$ cat src/rtl/ps2_kbd_ports.sv
// ps2_kbd_ports: memory-mapped PS/2 keyboard receiver with a small receive
// FIFO, sticky error flags and a level interrupt while bytes are pending.
module ps2_kbd_ports #(
    parameter int clk_freq   = 50000000,
    parameter int fifo_depth = 8,
    parameter int timeout_us = 1000
) (
    input  logic        clk,
    input  logic        reset,
    input  logic        cs,
    input  logic        data_m_access,
    input  logic        data_m_wr_en,
    input  logic [1:0]  data_m_bytesel,
    input  logic [15:0] data_m_data_in,
    output logic [15:0] data_m_data_out,
    output logic        data_m_ack,
    input  logic        ps2_clk,
    input  logic        ps2_dat,
    output logic        ps2_intr
);
    localparam int AW  = $clog2(fifo_depth);
    localparam int TMO = clk_freq / 1000000 * timeout_us;
    localparam int TW  = $clog2(TMO + 1);

    typedef enum logic [1:0] {IDLE, RECV, CHECK} state_t;

    logic [1:0]    pclk_sync_q, pdat_sync_q;
    logic          pclk_filt_q;
    logic [1:0]    filt_cnt_q;
    logic          fall, dat;

    state_t        state_q, state_d;
    logic [3:0]    bitcnt_q, bitcnt_d;
    logic [7:0]    shreg_q, shreg_d;
    logic          par_q, par_d, stop_q, stop_d;
    logic [TW-1:0] tmo_q, tmo_d;
    logic          push_req, perr_set, ferr_set;

    logic          ack_q, rd_q, pop_q, clr_q, req;
    logic [7:0]    mem [fifo_depth];
    logic [AW-1:0] wr_ptr_q, rd_ptr_q;
    logic [AW:0]   count_q;
    logic          perr_q, ferr_q, ovf_q, intr_q;
    logic          not_empty, full, pop, do_push, ovf_set;
    logic [7:0]    head;

    // The filtered clock flips on the 4th consecutive differing sample;
    // a falling edge is that flip from 1 to 0.
    assign dat  = pdat_sync_q[1];
    assign fall = pclk_filt_q && !pclk_sync_q[1] && (filt_cnt_q == 2'd3);

    // Synchronise both PS/2 lines and debounce the clock.
    always_ff @(posedge clk or posedge reset) begin
        if (reset) begin
            pclk_sync_q <= 2'b11;
            pdat_sync_q <= 2'b11;
            pclk_filt_q <= 1'b1;
            filt_cnt_q  <= 2'd0;
        end else begin
            pclk_sync_q <= {pclk_sync_q[0], ps2_clk};
            pdat_sync_q <= {pdat_sync_q[0], ps2_dat};
            if (pclk_sync_q[1] == pclk_filt_q) begin
                filt_cnt_q <= 2'd0;
            end else if (filt_cnt_q == 2'd3) begin
                pclk_filt_q <= pclk_sync_q[1];
                filt_cnt_q  <= 2'd0;
            end else begin
                filt_cnt_q <= filt_cnt_q + 2'd1;
            end
        end
    end

    // Receiver state register.
    always_ff @(posedge clk or posedge reset) begin
        if (reset) begin
            state_q  <= IDLE;
            bitcnt_q <= 4'd0;
            shreg_q  <= 8'h00;
            par_q    <= 1'b0;
            stop_q   <= 1'b0;
            tmo_q    <= '0;
        end else begin
            state_q  <= state_d;
            bitcnt_q <= bitcnt_d;
            shreg_q  <= shreg_d;
            par_q    <= par_d;
            stop_q   <= stop_d;
            tmo_q    <= tmo_d;
        end
    end

    // Receiver next state: collect 8 data bits LSB-first, parity, stop, then judge.
    always_comb begin
        state_d  = state_q;
        bitcnt_d = bitcnt_q;
        shreg_d  = shreg_q;
        par_d    = par_q;
        stop_d   = stop_q;
        tmo_d    = tmo_q;
        push_req = 1'b0;
        perr_set = 1'b0;
        ferr_set = 1'b0;
        case (state_q)
            IDLE: begin
                if (fall && !dat) begin
                    state_d  = RECV;
                    bitcnt_d = 4'd0;
                    tmo_d    = TW'(TMO);
                end
            end
            RECV: begin
                if (fall) begin
                    tmo_d    = TW'(TMO);
                    bitcnt_d = bitcnt_q + 4'd1;
                    if (bitcnt_q < 4'd8) begin
                        shreg_d = {dat, shreg_q[7:1]};
                    end else if (bitcnt_q == 4'd8) begin
                        par_d = dat;
                    end else begin
                        stop_d  = dat;
                        state_d = CHECK;
                    end
                end else if (tmo_q == '0) begin
                    state_d  = IDLE;
                    ferr_set = 1'b1;
                end else begin
                    tmo_d = tmo_q - TW'(1);
                end
            end
            CHECK: begin
                state_d = IDLE;
                if (^{shreg_q, par_q} != 1'b1) begin
                    perr_set = 1'b1;
                end else if (!stop_q) begin
                    ferr_set = 1'b1;
                end else begin
                    push_req = 1'b1;
                end
            end
            default: state_d = IDLE;
        endcase
    end

    // One ack per request: a request seen in the ack cycle is ignored.
    assign req       = cs && data_m_access && !ack_q;
    assign not_empty = (count_q != '0);
    assign full      = (count_q == (AW + 1)'(fifo_depth));
    assign pop       = pop_q && not_empty;
    assign do_push   = push_req && (!full || pop);
    assign ovf_set   = push_req && full && !pop;
    assign head      = not_empty ? mem[rd_ptr_q] : 8'h00;

    assign data_m_ack      = ack_q;
    assign data_m_data_out = rd_q ? {3'b000, ovf_q, ferr_q, perr_q, full, not_empty, head} : 16'h0000;
    assign ps2_intr        = intr_q;

    // Bus handshake: capture the request, act on it in the ack cycle.
    always_ff @(posedge clk or posedge reset) begin
        if (reset) begin
            ack_q <= 1'b0;
            rd_q  <= 1'b0;
            pop_q <= 1'b0;
            clr_q <= 1'b0;
        end else begin
            ack_q <= req;
            rd_q  <= req && !data_m_wr_en;
            pop_q <= req && data_m_wr_en && data_m_bytesel[1] && data_m_data_in[15];
            clr_q <= req && data_m_wr_en && data_m_bytesel[1] && data_m_data_in[14];
        end
    end

    // FIFO pointers, occupancy, sticky flags and the interrupt level.
    always_ff @(posedge clk or posedge reset) begin
        if (reset) begin
            wr_ptr_q <= '0;
            rd_ptr_q <= '0;
            count_q  <= '0;
            perr_q   <= 1'b0;
            ferr_q   <= 1'b0;
            ovf_q    <= 1'b0;
            intr_q   <= 1'b0;
        end else begin
            if (do_push) wr_ptr_q <= wr_ptr_q + AW'(1);
            if (pop)     rd_ptr_q <= rd_ptr_q + AW'(1);
            case ({do_push, pop})
                2'b10:   count_q <= count_q + (AW + 1)'(1);
                2'b01:   count_q <= count_q - (AW + 1)'(1);
                default: count_q <= count_q;
            endcase
            perr_q <= (perr_q && !clr_q) || perr_set;
            ferr_q <= (ferr_q && !clr_q) || ferr_set;
            ovf_q  <= (ovf_q && !clr_q) || ovf_set;
            intr_q <= not_empty;
        end
    end

    // FIFO storage; holds data only, so it needs no reset.
    always_ff @(posedge clk) begin
        if (do_push) mem[wr_ptr_q] <= shreg_q;
    end
endmodule
$ cat config.mk
export PLATFORM = sky130hd
export DESIGN_NAME = ps2_kbd_ports
export DESIGN_NICKNAME = d
export VERILOG_FILES = /design/src/rtl/ps2_kbd_ports.sv
export SDC_FILE = /design/constraint.sdc
export NUM_CORES = 1
export LEC_CHECK = 0
export ABC_CLOCK_PERIOD_IN_PS = 7180
export CORE_UTILIZATION = 54
export CTS_BUF_LIST = sky130_fd_sc_hd__clkbuf_8
export DETAILED_ROUTE_END_ITERATION = 7
export DONT_BUFFER_PORTS = 1
export PLACE_DENSITY = 0.72
export SYNTH_ARGS = -nofsm -noshare
export SYNTH_HDL_FRONTEND = slang
export SYNTH_SLANG_ARGS = --single-unit
$ cat constraint.sdc
create_clock -name clk -period 7.18 [get_ports clk]
set_input_delay 0 -clock clk [delete_from_list [all_inputs] [get_ports clk]]
set_output_delay 0 -clock clk [all_outputs]
set_load 0.02 [all_outputs]
* Yosys cells after proc, flatten, opt, wreduce, memory -nomap -nowiden
Memory sizes are Yosys's and may differ from the RTL's.
Cells that the tools add are included.
** Storage, ports and cells
- Output and inout bits :: 18
- Word-level logic and storage cells :: 118
- Bits in registers :: 57
- Memory bits (writable) :: 64
- Memories :: 1
- Bits in latches :: 0
- Memory bits (read-only) :: 0
- Input bits :: 25
** Cells by class
- Bitwise logic cells :: 3
- Magnitude comparators :: 1
- Shifts and indexed selects :: 0
- Divide/modulo/power cells :: 0
- Add/sub/neg operators :: 7
- Reduce and logical (&&, ||, !) cells :: 41
- $mul :: 0
- Multiplexer cells :: 30
- Equality and inequality tests :: 14
** Memory list
- mem :: words 8, width 8, rd ports 1, clocked after Yosys merged registers in 0, write ports 1, RTL line 40 : logic [7:0] mem [fifo_depth];
** Operators by type and width (count)
- two-way mux 16 bit :: 3
- case mux 16 bit (2 select lines) :: 1
- logical AND 1 bit :: 17
- logical NOT 16 bit :: 1
- case mux 4 bit (2 select lines) :: 2
- subtractor 16 x 1 -> 16 bit, second input constant :: 1
- two-way mux 2 bit :: 7
- two-way mux 13 bit :: 1
- != test 3 bit, second input constant :: 4
- AND reduction 4 bit :: 3
- two-way mux 1 bit :: 11
- AND reduction 3 bit :: 3
- XOR reduction 9 bit :: 1
- adder 4 x 1 -> 4 bit, second input constant :: 2
- equality test 4 bit, second input constant :: 2
- two-way mux 4 bit :: 2
- two-way mux 8 bit :: 1
- logical NOT 1 bit :: 7
- adder 3 x 1 -> 3 bit, second input constant :: 2
- equality test 2 bit, second input constant :: 3
- equality test 2 x 1 -> 1 bit, second input constant :: 2
- logical OR 1 bit :: 4
- < comparator 4 bit, second input constant :: 1
- != test 2 bit, second input constant :: 2
- 10 further kinds :: 13

* Longest topological paths before layout
- Word-level depth :: 6
- Depth in mapped cells :: 11
- Gate-level depth less buffers :: 11

* Worst setup path before layout
OpenSTA, ideal clock, no wires.
- Path kind :: register to register
- Start :: register shreg_q[7]
- End :: memory mem[3][0], enable pin
- Period minus slack after synthesis :: 2.748 ns
- Slack :: 4.432 ns
- Data required time :: 6.795 ns
- Arrival time :: 2.363 ns
- Cell stages (with the launch flop) :: 6
- Buffers on the path :: 0
- Path through :: dfrtp_1 -> xor3_2 -> a311o_1 -> mux2i_4 -> nand2_1 -> nor3b_1
** On the way
- Longest elaborated chain between the ends :: 6
** RTL lines
- from (decl) :: RTL line 34 : logic [7:0] shreg_q, shreg_d;
- from (signal assigned) :: RTL line 85 : shreg_q <= shreg_d;
- XOR reduction 9 bit :: RTL line 132 : if (^{shreg_q, par_q} != 1'b1) begin
- two-way mux 1 bit :: RTL line 132
- two-way mux 1 bit :: RTL line 103 : case (state_q)
- logical AND 1 bit :: RTL line 149 : assign do_push = push_req && (!full || pop);
- two-way mux 1 bit :: RTL line 199 : if (do_push) mem[wr_ptr_q] <= shreg_q;
- two-way mux 1 bit (implied by the code) :: RTL line 199
- to (decl) :: RTL line 40
Every way passes these cells.

* Worst setup path in the final report
- Start :: register shreg_q[7]
- End :: memory mem[7][6], enable pin
The elaborated chain is that of the path after synthesis.

==> out/qor.yml <==
synth_top_family_by_area: "multiplexers"
final_util_pct: 62.45
num_rows: 36
critPathLaunch: "shreg_q[7]"
crit_type: "reg2reg"
start_kind: "register"
final_common_cell: "edfxtp_1"
path_cells: "xor3_2 > a311o_1 > mux2i_4 > nand2_1 > nor2_1"
seq_area_um2: 3354
synth_ff_type: "edfxtp_1"
overflow: 0
period_needed_ns: 2.912
powerDensity_nw_per_um2: 288.9
final_nets: 447
synth_top_area_cell: "edfxtp_1"
post_drt_wl_per_cell_um: 17.95
cp_max_fo: 11
grt_usage_pct: 20.62
drtAntennaViolNets: 0
grt_pass1_wl_um: 15840
place_inst: 513
stdcell_count: 556
die_y_um: 102.8
drc: 0
io_buffers: 0
place.gp.congestion: 0.8157
clock_latency_ns: 0.43
htreeDepth: 4
path_clk_slew_ns: 0.07
leakage_nw: 2.331
post_drt_via_cell_ratio: 5.808
holdPathEnd: "pclk_sync_q[0]"
grt_pass1_vias: 3201
most-common-layout-cells: "edfxtp_1, dfrtp_1, nor2_1, o21ai_0, nand2_1"
ff2ff_path_depth: 5
fillCellCount: 753
io_pins: 43
maxSlewViolCount: 0
synth_compound_area_share_pct: 7.350
reg2reg_to: "mem[7][6]"
cpPeakStageDelay_ns: 0.69
cp.arrival_ns: 2.96
cts.path.max_buffers: 2
clock.fmax_mhz: 343.4
postSynthAreaPerCell_um2: 13.98
area_delta_synth_final_pct: 11.87
finalClockSkew_ns: 0.02195
cts_resized: 0
setup_viol: 0
layout_worst_path_cycle_share_pct: 40.56
vias: 3229
dp_hpwl_um: 6365
first_pass_iters: 5
die_w_um: 102.8
synth.ff_latch_count: 121
synth_cells: 392
status: "finished clean"
slew_headroom_pct: 25.92
synth_area_um2: 5482
synthMuxAreaShare_pct: 12.76
maxCapViolCount: 0
drive_above_1_share_pct: 19.62
tns_ns: 0
r2r_slack_ns: 4.27
rsz0062_at_grt: "no"
post_cts.repair.setup_buffers: 0
yosysUniqueCellTypes: 59
clock_sinks: 121
root_buffer: "clkbuf_8"
n_antenna_cell: 0
crit_slowest_cell: "nor2_1"
synth.area.top_cells: "edfxtp_1, dfrtp_1, mux4_2, ha_1, mux2_2"
multi_input_area_um2: 1991
min_delay_path_depth: 1
wl_um: 9978
synth-xor-area-share_pct: 2.648
fin_area_um2: 6132
synth_top_area_share_pct: 35.06
finalHoldViolations: 0
die_area_um2: 10560
synth_edf_count: 64
async_flop_share_pct: 47.11
path_buf_inv: 0
placed_area_um2: 5602
cts_buffers: 17
synthSimpleGateAreaFrac_pct: 10.43
worstPathRequired_ns: 7.23
start_util_pct: 55.82
grt_start_max_net_pins: 58
cp-end-kind: "register"
synth_fa_ha_area_share_pct: 2.739
synth.yosys.seq_area_share_pct: 61.20
core_area_um2: 9819
worst_slew_pin_slew_ns: 1.104
yosysWarnings: 0
antenna_found_initial: 0
min-delay-start: "ps2_clk"
min_path_type: "in2reg"
vdd_drop_max_mv: 0.1857
drt_iter0_drc: 148
cp_top_family: "simple AND/OR/NAND/NOR gates"
r2r-start: "shreg_q[7]"
cts_tree: "done"
==> cell type report <==
type	count	share of cell area (%)
clock buffer	18	4.040
clock inverter	14	2.816
inverter	18	1.102
multi-input combinational	238	32.46
sequential	121	54.70
tap	133	2.714
timing repair buffer	14	2.163
==> routing by layer <==
| layer | share of wire [%] | GRT usage, % | vias up |
|---|---|---|---|
| met5 | 0 | 0 | - |
| met4 | 1.2 | 7.367 | 0 |
| met3 | 3.6 | 4.542 | 14 |
| met2 | 54 | 36.51 | 74 |
| met1 | 41 | 24.91 | 1621 |
| li1 | - | - | 1520 |
==> power breakdown <==
part,internal [mW],total [mW],switching (mW)
combinational,0.112,0.285,0.174
clock,0.355,0.635,0.280
sequential,0.788,0.851,0.0635
total,1.25,1.77,0.517
==> sequential cells by signal, indices dropped and copies added (netlist names), 3 cells and up <==
name / count
rd_ptr_q: 3
bitcnt_q: 4
shreg_q: 8
mem: 64
count_q: 4
wr_ptr_q: 3
tmo_q: 16
==> per-stage QoR <==
stage | power [mW] | hold slack (ns) | setup slack, ns
6_report | 1.772 | 0.1269 | 4.268
5_1_grt | 1.869 | 0.1083 | 4.086
4_1_cts | 1.785 | 0.1033 | 4.207
3_5_place_dp | 1.147 | 0.004537 | 4.223
3_3_place_gp | 1.134 | 0.004534 | 4.291
2_1_floorplan | 1.081 | 0.004478 | 4.432
==> cells by family after synthesis <==
logic type | count (synthesis)
AO/OA/AOI/OAI | 61
XOR/XNOR | 13
adder cells (fa/ha/maj) | 12
buffers and inverters | 35
flip-flops | 121
multiplexers | 44
other | 1
AND/OR/NAND/NOR | 105
==> how the worst max path moves through the flow <==
stage,end,cells after the start
after global routing,mem[6][7],5
after CTS,mem[6][7],5
after floorplan,mem[3][0],5
after detailed placement,mem[6][5],5
final,mem[7][6],5
after global placement,mem[7][5],5
==> repair_timing <==
item / CTS / global route
hold buffers: 11 / 0
endpoints found under the setup margin: 0 / 0
hold endpoints to repair: 58 / 0
==> cell usage after synthesis, types with 4 or more instances <==
cell type,count
nand4_1,5
and3_1,5
nor3_1,8
edfxtp_1,64
xnor2_1,8
nand2_1,20
ha_1,12
nor3b_1,4
a21oi_1,6
nor2_1,27
o21ai_0,23
dfstp_2,5
inv_1,18
mux2i_1,11
clkbuf_1,8
dfrtp_1,52
nand3_1,8
o31ai_1,12
mux2_2,13
mux4_2,16
and2_1,5
(Power assumes the default switching activity.)
